--- src/rtl/bus_if.sv ---
// bus_if: per-stage memory access front end. SPM addresses are served combinationally,
// everything else runs a request/grant/ready transaction on the shared system bus.
module bus_if #(
    parameter logic [2:0] SPM_IDX = 3'h1
) (
    input  logic        clk,
    input  logic        reset,
    input  logic        stall,
    input  logic        flush,
    output logic        busy,
    input  logic [29:0] addr,
    input  logic        as_,
    input  logic        rw,
    input  logic [31:0] wr_data,
    output logic [31:0] rd_data,
    input  logic [31:0] spm_rd_data,
    output logic [29:0] spm_addr,
    output logic        spm_as_,
    output logic        spm_rw,
    output logic [31:0] spm_wr_data,
    input  logic [31:0] bus_rd_data,
    input  logic        bus_rdy_,
    input  logic        bus_grnt_,
    output logic        bus_req_,
    output logic [29:0] bus_addr,
    output logic        bus_as_,
    output logic        bus_rw,
    output logic [31:0] bus_wr_data
);

    localparam logic READ = 1'b1;

    typedef enum logic [1:0] {
        IDLE,
        REQ,
        ACCESS,
        STALL
    } state_t;

    state_t      r_state;
    logic        r_bus_req_;
    logic [29:0] r_bus_addr;
    logic        r_bus_as_;
    logic        r_bus_rw;
    logic [31:0] r_bus_wr_data;
    logic [31:0] r_rd_buf;

    logic        w_is_spm;
    logic        w_valid;

    assign w_is_spm = (addr[29:27] == SPM_IDX);
    assign w_valid  = !as_ && !flush;

    assign spm_addr    = addr;
    assign spm_rw      = rw;
    assign spm_wr_data = wr_data;
    assign spm_as_     = !((r_state == IDLE) && w_valid && w_is_spm);

    assign bus_req_    = r_bus_req_;
    assign bus_addr    = r_bus_addr;
    assign bus_as_     = r_bus_as_;
    assign bus_rw      = r_bus_rw;
    assign bus_wr_data = r_bus_wr_data;

    always_comb begin
        // NOTE: defaults first so no path through the case leaves busy/rd_data unassigned (no latch).
        busy    = 1'b0;
        rd_data = '0;
        case (r_state)
            IDLE: begin
                if (w_valid && w_is_spm) begin
                    rd_data = spm_rd_data;
                end else if (w_valid) begin
                    busy = 1'b1;
                end
            end
            REQ: busy = 1'b1;
            ACCESS: begin
                if (!bus_rdy_) begin
                    rd_data = (r_bus_rw == READ) ? bus_rd_data : '0;
                end else begin
                    busy = 1'b1;
                end
            end
            STALL: rd_data = r_rd_buf;
            default: ;
        endcase
    end

    // NOTE: non-blocking assignments keep every register sampling pre-edge values.
    always_ff @(posedge clk or posedge reset) begin
        if (reset) begin
            r_state       <= IDLE;
            r_bus_req_    <= 1'b1;
            r_bus_addr    <= '0;
            r_bus_as_     <= 1'b1;
            r_bus_rw      <= READ;
            r_bus_wr_data <= '0;
            r_rd_buf      <= '0;
        end else begin
            case (r_state)
                IDLE: begin
                    if (w_valid && !w_is_spm) begin
                        r_bus_req_    <= 1'b0;
                        r_bus_addr    <= addr;
                        r_bus_rw      <= rw;
                        r_bus_wr_data <= wr_data;
                        r_state       <= REQ;
                    end
                end
                REQ: begin
                    if (!bus_grnt_) begin
                        r_bus_as_ <= 1'b0;
                        r_state   <= ACCESS;
                    end
                end
                ACCESS: begin
                    // Strobe is a single-cycle pulse regardless of slave ready timing.
                    r_bus_as_ <= 1'b1;
                    if (!bus_rdy_) begin
                        r_bus_req_ <= 1'b1;
                        if (r_bus_rw == READ) begin
                            r_rd_buf <= bus_rd_data;
                        end
                        r_state <= stall ? STALL : IDLE;
                    end
                end
                STALL: begin
                    if (!stall) begin
                        r_state <= IDLE;
                    end
                end
                default: r_state <= IDLE;
            endcase
        end
    end

endmodule

--- config.mk ---
export PLATFORM = sky130hd
export DESIGN_NAME = bus_if
export DESIGN_NICKNAME = d
export VERILOG_FILES = /design/src/rtl/bus_if.sv
export SDC_FILE = /design/constraint.sdc
export NUM_CORES = 1
export LEC_CHECK = 0
export BUFFER_PORTS_ARGS = -buffer_cell sky130_fd_sc_hd__buf_2
export CAP_MARGIN = 5
export CORE_MARGIN = 3
export CORE_UTILIZATION = 45
export CTS_CLUSTER_DIAMETER = 80
export DETAILED_ROUTE_END_ITERATION = 8
export GPL_TIMING_DRIVEN = 0
export HOLD_SLACK_MARGIN = 0.12
export PLACE_DENSITY = 0.84
export SYNTH_ARGS = -nofsm -noshare
export SYNTH_HDL_FRONTEND = slang
export SYNTH_SLANG_ARGS = --single-unit
--- constraint.sdc ---
create_clock -name clk -period 3.3 [get_ports clk]
set_input_delay 0.165 -clock clk [delete_from_list [all_inputs] [get_ports clk]]
set_output_delay 0.165 -clock clk [all_outputs]
set_load 0.005 [all_outputs]
* Yosys cells after proc, flatten, opt, wreduce, memory -nomap -nowiden
Index checks and enable logic that the tools add are counted.
** Word-level totals
- Input port bits :: 134
- Word-level logic and storage cells :: 52
- Register bits after elaboration :: 99
- Output and inout port bits :: 162
** Operators by class
- Mux-type cells :: 19
- Reduce and logical (&&, ||, !) cells :: 17
- Bitwise gates (word level) :: 1
- Equality and inequality tests :: 8
** Operator list (number)
- 32-bit 2-to-1 mux :: 3
- 32-bit one-hot mux with 3 select lines :: 1
- 2-bit 2-to-1 mux :: 5
- 2-bit one-hot mux with 4 select lines :: 1
- 1-bit 2-to-1 mux :: 6
- 2-bit inequality test, second input constant :: 3
- 3-bit AND reduction :: 2
- 1-bit logical AND :: 5
- 2-bit == test, second input constant :: 2
- 1-bit logical NOT :: 4
- 1-bit one-hot mux with 2 select lines :: 2
- 2-bit AND reduction :: 2
- 4-bit AND reduction :: 1
- 2-bit nonzero test :: 2
- 3-bit by 1-bit == test with 1-bit output, second input constant :: 1
- 1-bit one-hot mux with 3 select lines :: 1
- 2-bit by 1-bit == test with 1-bit output, second input constant :: 1
- 2-bit logical NOT :: 1
- 2-bit by 1-bit inequality test with 1-bit output, second input constant :: 1
- 1-bit NOT :: 1

* Depth between registers and ports, before layout
- Word-level depth :: 5
- Gate-level depth with buffers :: 6
- Gate-level depth less buffers :: 3

* Worst setup path after synthesis
No wires, ideal clock.
- Kind :: reg2reg
- Start :: register r_bus_rw (netlist: bus_rw)
- End :: register r_rd_buf[0]
- Path buffers :: 1
- Arrival :: 1.381 ns
- Required time :: 3.175 ns
- Period minus slack after synthesis :: 1.505 ns
- Library setup time :: 0.125 ns
- Slack :: 1.795 ns
- Stages on the path, launching flop included :: 5
- Cell sequence :: dfstp_2 nand2b_1 nor2_1 buf_2 mux2_2
** Between the ends
- Cells in the longest elaborated chain, start to end :: 1
** Ends and longest elaborated chain
- start: declaration :: line 44 : logic r_bus_rw;
- start signal: assignment :: line 106 : r_bus_rw <= rw;
- 3-bit AND reduction (no source line)
- end signal: assignment :: line 123 : r_rd_buf <= bus_rd_data;
- end: declaration :: line 46 : logic [31:0] r_rd_buf;
Every way passes these cells.
A chain may end at the register's enable or synchronous reset.

* Worst setup path after layout
- Start :: input addr[28]
- End :: output rd_data[13]
** Between the ends
- Cells in the longest elaborated chain, start to end :: 4
** Ends and longest elaborated chain
- start: declaration :: line 11 : input logic [29:0] addr,
- 3-bit by 1-bit == test with 1-bit output :: line 51 : assign w_is_spm = (addr[29:27] == SPM_IDX);
- 1-bit logical AND :: line 71 : if (w_valid && w_is_spm) begin
- 32-bit 2-to-1 mux :: line 71
- 32-bit one-hot mux with 3 select lines :: line 69 : case (r_state)
- end: declaration :: line 15 : output logic [31:0] rd_data,
Every way passes these cells.

==> impl_metrics.py <==
metrics = {
    "status": {
        "status": "finished clean",
    },
    "logic_synthesis": {
        "syn_area_per_cell_sq_um": 12.5,
        "yosys_register_bits": 99,
        "yosys_warnings": 0,
        "ys_seq_area_share_pct": 47.3,
        "synthArstFlopShare_pct": 100,
        "synthCells": 421,
        "ys.flop_type": "dfrtp_1",
        "synth_edf_count": 0,
        "synth_cell_type_count": 26,
        "synth_nets": 555,
        "synth_area_sq_um": 5250,
    },
    "layout": {
        "layout.nets": 959,
        "fin_area_sq_um": 8200,
        "layout_commonest_cell": "buf_2",
        "layout_common_cells": "306 x buf_2, 97 x dlygate4sd3_1, 96 x dfrtp_1",
        "drive_gt1_share_pct": 58.8,
        "area_growth_pct": 56.2,
        "final_core_util_pct": 73.7,
    },
    "grt": {
        "grtUsageTotal_pct": 27.8,
        "grt_pass1_vias": 5315,
        "antenna_found_initial": 2,
        "grt_max_degree": 71,
        "grt_pass1_wl_um": 27900,
        "overflow": 0,
    },
    "setup_path": {
        "r2r_setup_slack_ns": 1.54,
        "crit_type": "input pin to output pin",
        "critPathLaunch": "addr[28]",
        "startpoint_type": "input pin",
        "worstPathRequired_ns": 3.13,
        "r2r_end": "r_rd_buf[6]",
        "r2r-start": "bus_rw",
        "cp.arrival_ns": 2.22,
        "critPathCaptureType": "output pin",
        "crit_end": "rd_data[13]",
        "reg2reg_depth": 4,
        "cp_max_fo": 10,
    },
    "place": {
        "hpwlAfterDp_um": 12400,
        "portBuffers": 295,
        "dpl-instance-area_sq_um": 6930,
        "gp_congestion": 0.878,
    },
    "die": {
        "rows": 38,
        "start_util_pct": 47.2,
        "core_sq_um": 11100,
        "die_x_um": 114,
        "ios": 296,
        "die_area_sq_um": 13000,
        "die_h_um": 114,
    },
    "cts": {
        "cts_tree": "done",
        "cts_resized": 0,
        "cts.sinks": 99,
        "cts_root_buf": "clkbuf_16",
        "clock_path_buffers": 2,
        "path_clk_slew_ns": 0.06,
        "clk_latency_ns": 0.35,
        "htree_levels": 3,
        "numCtsBuffers": 9,
    },
    "timing": {
        "final.min_clock_period_ns": 2.38,
        "setup_viol": 0,
        "fin_skew_ns": 0.0118,
        "hold_violations": 0,
        "worst_slew_pin_slew_ns": 0.511,
        "relSlewSlack_pct": 66.0,
        "finalCritPeriodShare_pct": 72.2,
        "slew_violations": 0,
        "rsz0062_at_grt": "no",
        "fmax_mhz": 420,
    },
    "detailed_routing": {
        "viasPerCell": 5.03,
        "drt_iter0_drc": 289,
        "antenna_left": 0,
        "vias": 4885,
        "wl_per_cell_um": 18.9,
        "drt_first_pass_iters": 5,
        "wirelength_um": 18300,
        "remaining_drc_errors": 0,
    },
    "power": {
        "power_leakage_nw": 4.35,
        "peakVddDrop_mv": 0.467,
        "pwr_density_cell_nw_per_um2": 715,
    },
    "flow_run": {
        "maxCapViolCount": 0,
    },
    "min_path": {
        "hold_path.class": "input pin to flip-flop",
    },
}
==> how the worst min path moves through the flow <==
| stage | to | from | cells after the start |
|---|---|---|---|
| 2_1_floorplan | bus_req_ | bus_rdy_ | 1 |
| 3_3_place_gp | bus_req_ | bus_rdy_ | 2 |
| 3_5_place_dp | bus_addr[7] | reset | 2 |
| 4_1_cts | r_rd_buf[22] | bus_rd_data[22] | 2 |
| 5_1_grt | r_rd_buf[22] | bus_rd_data[22] | 2 |
| 6_report | r_rd_buf[22] | bus_rd_data[22] | 2 |
==> worst max-delay path, stage by stage <==
cell and delay, ns:
dlygate4sd3_1 0.54, buf_2 0.15, or3b_1 0.44, nor2b_1 0.13, buf_2 0.20, buf_2 0.27, a22o_1 0.20, buf_2 0.12
==> cell type report <==
class                      count  area, sq um
fill                         705         2930
sequential                    99         2480
timing repair buffer         393         2470
multi-input combinational    228         2080
buffer                        91          676
clock buffer                  13          270
tap                          140          175
clock inverter                 3         21.3
inverter                       3         13.8
antenna                        2         5.00
==> cell usage after synthesis, types with 2 or more instances <==
cell type	instances	area, sq um
nand2b_1	27	169
buf_4	63	473
and3_1	8	50.1
buf_12	4	80.1
buf_2	11	55.1
o21ai_0	26	130
a221o_1	8	80.1
nor2_1	3	11.3
mux2_2	45	507
mux2_1	2	22.5
clkbuf_1	11	41.3
a22o_1	25	219
nand2_1	27	101
a21oi_1	2	10.0
inv_1	3	11.3
dfstp_2	3	78.8
nor2b_1	3	18.8
dfrtp_1	96	2400
mux2_4	47	706
==> power breakdown <==
| group | switching, W | leakage, nW | internal (W) |
|---|---|---|---|
| Combinational | 0.00110 | 3.03 | 0.00150 |
| Sequential | 0.000379 | 1.18 | 0.00185 |
| Clock | 0.000454 | 0.142 | 0.000574 |
| Total | 0.00194 | 4.35 | 0.00393 |
==> flip-flops by register name, summed over array words and instances, names as in the netlist <==
name	cells
bus_addr	30
r_state	2
bus_as_	1
bus_wr_data	32
bus_req_	1
r_rd_buf	32
bus_rw	1
==> kinds of logic (layout without fill, tap and decap cells) <==
family                 after synthesis  count (layout)  synth area share, %
muxes                               94              94                 23.5
other                                0               2                    0
DFF                                 99              99                 47.3
and+or+nand+nor                     70              70                 7.25
buffers and inverters               94             503                 13.1
AOI/OAI and AO/OA                   64              64                 8.85
==> routing by layer <==
metal / part of all wire (%) / vias up / track usage, %
li1: - / 2214 / -
met1: 36 / 2346 / 30.2
met2: 52 / 268 / 50.0
met3: 7.6 / 57 / 7.06
met4: 4.2 / 0 / 13.9
met5: 0 / - / 0
==> through the flow <==
stage               setup TNS (ns)  hold slack, ns  instances  setup slack [ns]  power [W]
detailed placement               0           0.197        857              1.43    0.00468
global route                     0           0.125        972             0.829    0.00621
global placement            -44.35           0.332        856            -0.468    0.00456
CTS                              0           0.129        970             0.968    0.00581
floorplan                        0           0.214        421             0.550    0.00365
finish                           0           0.138        972             0.918    0.00586
==> timing repair <==
item / CTS / global route
hold buffers: 97 / 0
buffers inserted: 0 / 0
hold endpoints to repair: 124 / 0
No activity file was read; power rests on OpenSTA's default activity.
